### src/rtl/uart_tx_param.sv
// UART transmitter with a parameterised transmit FIFO.
// Frame: start bit, DATA_BITS data bits LSB-first, optional parity bit, STOP_BITS stop bits.
module uart_tx_param #(
    parameter int unsigned DATA_BITS  = 8,
    parameter int unsigned PARITY     = 0,
    parameter int unsigned STOP_BITS  = 1,
    parameter int unsigned FIFO_DEPTH = 8,
    parameter int unsigned DIV_W      = 16
) (
    input  logic                        clk,
    input  logic                        rst_n,
    input  logic [DIV_W-1:0]            baud_div,
    input  logic [DATA_BITS-1:0]        s_data,
    input  logic                        s_valid,
    output logic                        s_ready,
    output logic                        tx,
    output logic                        busy,
    output logic [$clog2(FIFO_DEPTH):0] fifo_count,
    output logic                        overflow,
    input  logic                        clr_err
);

    localparam int unsigned AddrW = $clog2(FIFO_DEPTH);
    localparam int unsigned CntW  = AddrW + 1;
    localparam int unsigned BitW  = 4;
    localparam logic [CntW-1:0] FullCnt = CntW'(FIFO_DEPTH);

    typedef enum logic [2:0] {StIdle, StStart, StData, StPar, StStop} state_e;

    logic [DATA_BITS-1:0] mem_q [FIFO_DEPTH];
    logic [AddrW-1:0]     wr_ptr_q, rd_ptr_q;
    logic [CntW-1:0]      count_q;
    logic                 overflow_q;
    logic                 push, pop, load;
    logic [DATA_BITS-1:0] head;

    state_e               state_q, state_d;
    logic [DATA_BITS-1:0] shift_q, shift_d;
    logic                 par_q, par_d;
    logic [DIV_W-1:0]     div_q, div_d;
    logic [DIV_W-1:0]     cnt_q, cnt_d;
    logic [BitW-1:0]      bit_idx_q, bit_idx_d;
    logic                 tx_q, tx_d;
    logic [DIV_W-1:0]     div_eff;
    logic                 bit_end;

    assign s_ready    = (count_q != FullCnt);
    assign push       = s_valid & s_ready;
    assign head       = mem_q[rd_ptr_q];
    assign fifo_count = count_q;
    assign overflow   = overflow_q;
    assign tx         = tx_q;
    assign busy       = (state_q != StIdle) || (count_q != '0);

    always_ff @(posedge clk) begin
        if (push) mem_q[wr_ptr_q] <= s_data;
    end

    always_ff @(posedge clk or negedge rst_n) begin
        if (!rst_n) begin
            wr_ptr_q   <= '0;
            rd_ptr_q   <= '0;
            count_q    <= '0;
            overflow_q <= 1'b0;
        end else begin
            if (push) wr_ptr_q <= wr_ptr_q + AddrW'(1);
            if (pop)  rd_ptr_q <= rd_ptr_q + AddrW'(1);
            count_q <= count_q + CntW'(push) - CntW'(pop);
            // A rejected write on the same edge as clr_err keeps the flag set.
            if (s_valid && !s_ready) overflow_q <= 1'b1;
            else if (clr_err)        overflow_q <= 1'b0;
        end
    end

    // A divisor of zero behaves as one clock per bit.
    assign div_eff = (div_q == '0) ? DIV_W'(1) : div_q;
    assign bit_end = (cnt_q == div_eff);

    always_comb begin
        state_d   = state_q;
        shift_d   = shift_q;
        par_d     = par_q;
        div_d     = div_q;
        cnt_d     = cnt_q;
        bit_idx_d = bit_idx_q;
        tx_d      = tx_q;
        load      = 1'b0;
        pop       = 1'b0;
        if (state_q != StIdle) cnt_d = bit_end ? DIV_W'(1) : cnt_q + DIV_W'(1);
        unique case (state_q)
            StIdle: begin
                tx_d = 1'b1;
                load = (count_q != '0);
            end
            StStart: begin
                if (bit_end) begin
                    state_d   = StData;
                    tx_d      = shift_q[0];
                    bit_idx_d = '0;
                end
            end
            StData: begin
                if (bit_end) begin
                    if (bit_idx_q == BitW'(DATA_BITS - 1)) begin
                        bit_idx_d = '0;
                        if (PARITY != 0) begin
                            state_d = StPar;
                            tx_d    = par_q;
                        end else begin
                            state_d = StStop;
                            tx_d    = 1'b1;
                        end
                    end else begin
                        bit_idx_d = bit_idx_q + BitW'(1);
                        shift_d   = shift_q >> 1;
                        tx_d      = shift_q[1];
                    end
                end
            end
            StPar: begin
                if (bit_end) begin
                    state_d   = StStop;
                    tx_d      = 1'b1;
                    bit_idx_d = '0;
                end
            end
            StStop: begin
                if (bit_end) begin
                    if (bit_idx_q == BitW'(STOP_BITS - 1)) begin
                        if (count_q != '0) begin
                            load = 1'b1;
                        end else begin
                            state_d = StIdle;
                            tx_d    = 1'b1;
                        end
                    end else begin
                        bit_idx_d = bit_idx_q + BitW'(1);
                    end
                end
            end
            default: state_d = StIdle;
        endcase
        // Starting a frame: pop the head and freeze word, parity and divisor for its duration.
        if (load) begin
            pop     = 1'b1;
            state_d = StStart;
            shift_d = head;
            par_d   = (^head) ^ (PARITY == 1);
            div_d   = baud_div;
            cnt_d   = DIV_W'(1);
            tx_d    = 1'b0;
        end
    end

    always_ff @(posedge clk or negedge rst_n) begin
        if (!rst_n) begin
            state_q   <= StIdle;
            shift_q   <= '0;
            par_q     <= 1'b0;
            div_q     <= '0;
            cnt_q     <= '0;
            bit_idx_q <= '0;
            tx_q      <= 1'b1;
        end else begin
            state_q   <= state_d;
            shift_q   <= shift_d;
            par_q     <= par_d;
            div_q     <= div_d;
            cnt_q     <= cnt_d;
            bit_idx_q <= bit_idx_d;
            tx_q      <= tx_d;
        end
    end

endmodule

### config.mk
export PLATFORM = sky130hd
export DESIGN_NAME = uart_tx_param
export DESIGN_NICKNAME = d
export VERILOG_FILES = /design/src/rtl/uart_tx_param.sv
export SDC_FILE = /design/constraint.sdc
export NUM_CORES = 1
export LEC_CHECK = 0
export BUFFER_PORTS_ARGS = -buffer_cell sky130_fd_sc_hd__buf_2
export CAP_MARGIN = 15
export CORE_MARGIN = 2
export CORE_UTILIZATION = 40
export DETAILED_ROUTE_END_ITERATION = 10
export GPL_ROUTABILITY_DRIVEN = 0
export HOLD_SLACK_MARGIN = 0.08
export PLACE_DENSITY = 0.65
export SLEW_MARGIN = 5
export SYNTH_ARGS = -nofsm -noshare
export SYNTH_HDL_FRONTEND = slang
export SYNTH_SLANG_ARGS = --single-unit
### constraint.sdc
create_clock -name clk -period 6.9 [get_ports clk]
set_input_delay 0.345 -clock clk [delete_from_list [all_inputs] [get_ports clk]]
set_output_delay 0.345 -clock clk [all_outputs]
set_load 0.01 [all_outputs]
==> metrics.cfg <==
[setup_path]
crit_path_cell_trace = nor4_1 -> a41oi_1 -> xor2_1 -> a31oi_2 -> or2_4 -> inv_8 -> ha_1 -> inv_1 -> ha_1 -> a21o_1 -> a21oi_1 -> xor2_1
worst_setup_path_end_kind = flop
crit_type = flop to flop
start_kind = flop
crit_fanout = 25
critPathMaxStageDelay_ns = 0.75
critPathBufInv = 2
critPathSlowestCell = xor2_1
critPathTopFamily = XOR/XNOR gates
required_ns = 7.23
cp_data_arrival_time_ns = 3.94

[power_and_ir_drop]
p_int_mw = 1.58
total_power_mw = 2.12
power.share.sequential_pct = 44.9
p_comb_share_pct = 14.0
p_clk_share_pct = 41.1
power.switching_uw = 543
power_leakage_nw = 2.53
p_per_area_nw_per_um2 = 326
irDropWorstVdd_v = 0.000314
switching_share_pct = 25.6

[logic_synthesis]
syn_area_um2 = 5560
ys.flop_type = edfxtp_1
synthTopCellsByCount = 64 x edfxtp_1, 58 x dfrtp_1, 27 x nor2_1, 20 x xnor2_1, 18 x nand2_1
synth_cell_types = 57
synth_most_common_cell = edfxtp_1
ys.warnings.count = 0
synth_edf_count = 64
yosysTopAreaCellShare_pct = 34.6
synth_top_area_cell = edfxtp_1
synth-seq-area-share_pct = 61.2
synth_fp_nets = 423
ys_ff_latch = 123
avgSynthCellArea_um2 = 14.5
netlist_instances = 383
synth_area_leaders = edfxtp_1 35%, dfrtp_1 26%, mux4_2 6.5%
asyncSetResetFlopFracSynth_pct = 48.0

[layout]
antenna_cells = 0
syn_to_final_growth_pct = 16.9
nFillCells = 1193
final_cell_count_no_fill = 622
finalInstanceArea_um2 = 6500
fin_nets = 469
final_layout_size_suffix_gt1_share_pct = 26.0

[floorplan]
die_x_um = 122
ios = 36
fp-row-count = 43
start_util_pct = 40.5
core_area_um2 = 13700
die_area_um2 = 14900
fp.dieH_um = 122

[global_route]
first_global_vias = 3260
overflow = 0
antenna_found_initial = 0
gr-usage-all-layers_pct = 15.4
grt_pass1_wl_um = 16900
grt_max_degree = 60

[sta]
worst_slew_pin_slew_ns = 0.918
rsz0062_at_grt = false
finalSetupTns_ns = 0
final_max_slew_viol_count = 0
post-route-period-util_pct = 52.2
hold_viol_final = 0
finalSetupViolCount = 0
hold_ws_ns = 0.0746
post-route-min-period_ns = 3.61
fmax_mhz = 277
fin_skew_ns = 0.00676
relSlewSlack_pct = 38.6

[cts]
cts_root_buf = clkbuf_16
cts_made_buffers = 17
cts.sinks = 123
cts_resized = 0
cts_tree = yes
clk_pin_slew_worst_paths_ns = 0.05
postCtsSetupBuffers = 0
clk_latency_ns = 0.41
hold_buffers = 0
cts_buffer_depth = 2
h-tree-depth = 4

[routing]
post-route-drc-count = 0
drtIter0Drc = 198
num_vias = 3173
wire_per_inst_um = 16.7
postRouteAntennaNets = 0
drt_wl_total_um = 10400
via_per_inst = 5.10
drt_first_pass_iters = 4

[place]
dpl.hpwl_um = 6810
dpl-instance-area_um2 = 5890
io_buffers = 35
dpl.cell_count = 589

[hold_path]
hp-class = input port to asynchronous set/reset pin

[status]
outcome = finished clean

[flow_run]
cap_violations = 0

## final timing paths
check | from | to | slack, ns | depth (start not counted)
hold / removal | rst_n | bit_idx_q[3] | 0.07 | 2
hold reg to reg | tx | tx | 0.48 | 2
min in group clk | clr_err | overflow | 0.13 | 2
max in group asynchronous | rst_n | shift_q[1] | 6.30 | 2
setup / recovery | div_q[1] | fifo_count[3] | 3.29 | 12
setup reg to reg | div_q[1] | fifo_count[3] | 3.29 | 12
## area by class of cell
class                      count  area (um^2)  share of cell area, %
clock buffer                  17          425                   6.55
clock inverter                15          155                   2.39
inverter                      15         63.8                  0.982
multi-input combinational    233         2000                   30.8
sequential                   123         3400                   52.3
tap                          180          225                   3.47
timing repair buffer          39          225                   3.47
## per-stage QoR
| step | setup WS [ns] | util, % |
|---|---|---|
| after floorplan | 4.24 | - |
| after global placement | 3.46 | 42.9 |
| after detailed placement | 3.32 | 42.9 |
| after CTS | 3.27 | 47.2 |
| after global routing | 3.01 | 47.4 |
| final | 3.29 | 47.4 |
## state kept, by name, indices dropped and copies added (netlist names)
| name | count |
|---|---|
| wr_ptr_q | 3 |
| div_q | 16 |
| cnt_q | 16 |
| rd_ptr_q | 3 |
| mem_q | 64 |
| state_q | 3 |
| shift_q | 8 |
| overflow | 1 |
| bit_idx_q | 4 |
| tx | 1 |
| fifo_count | 4 |
## cells by family (layout without fill, tap and decap cells)
family	count (synthesis)	count (layout)	synth area share (%)
muxes	47	47	13.3
buffers and inverters	27	86	2.79
AOI/OAI and AO/OA	42	42	5.16
adders and majority gates	12	12	2.84
xor gates and xnor gates	32	32	5.04
DFF	123	123	61.2
and+or+nand+nor	100	100	9.75
## power by group through the flow
stage | Combinational [mW] | Sequential [mW] | Clock [mW]
floorplan | 0.201 | 0.951 | 0
detailed placement | 0.300 | 0.968 | 0
finish | 0.296 | 0.953 | 0.872
global placement | 0.286 | 0.964 | 0
global route | 0.337 | 0.964 | 0.918
CTS | 0.300 | 0.956 | 0.885
## placed cells by master (no fill, tap or decap), types with 2 or more instances in the layout
cell	instances
xnor2_1	20
mux2_2	11
and3_1	8
buf_2	35
xor2_1	12
buf_4	3
and2_1	2
ha_1	11
nand2_1	18
nor2_1	27
nor3b_1	3
inv_1	13
clkinv_2	3
a221o_1	5
mux4_2	16
a21o_1	3
nand2b_1	3
dfrtp_1	58
mux2i_1	8
clkbuf_16	17
clkinvlp_4	3
nand3_1	10
clkinv_1	5
nand4_1	5
nor2b_1	2
bufinv_16	3
mux2_1	2
o21ai_0	15
edfxtp_1	64
a211oi_1	2
a21oi_1	8
mux2_4	10
nor3_1	8
nor4_1	3
## per-layer routing
layer	up-vias	track usage, %	routed length (um)
met5	-	0	0
met4	0	5.75	45
met3	4	5.20	458
met2	62	23.9	5140
met1	1597	20.0	4740
li1	1510	-	-
Note: power is estimated with default switching activity, not from simulation.
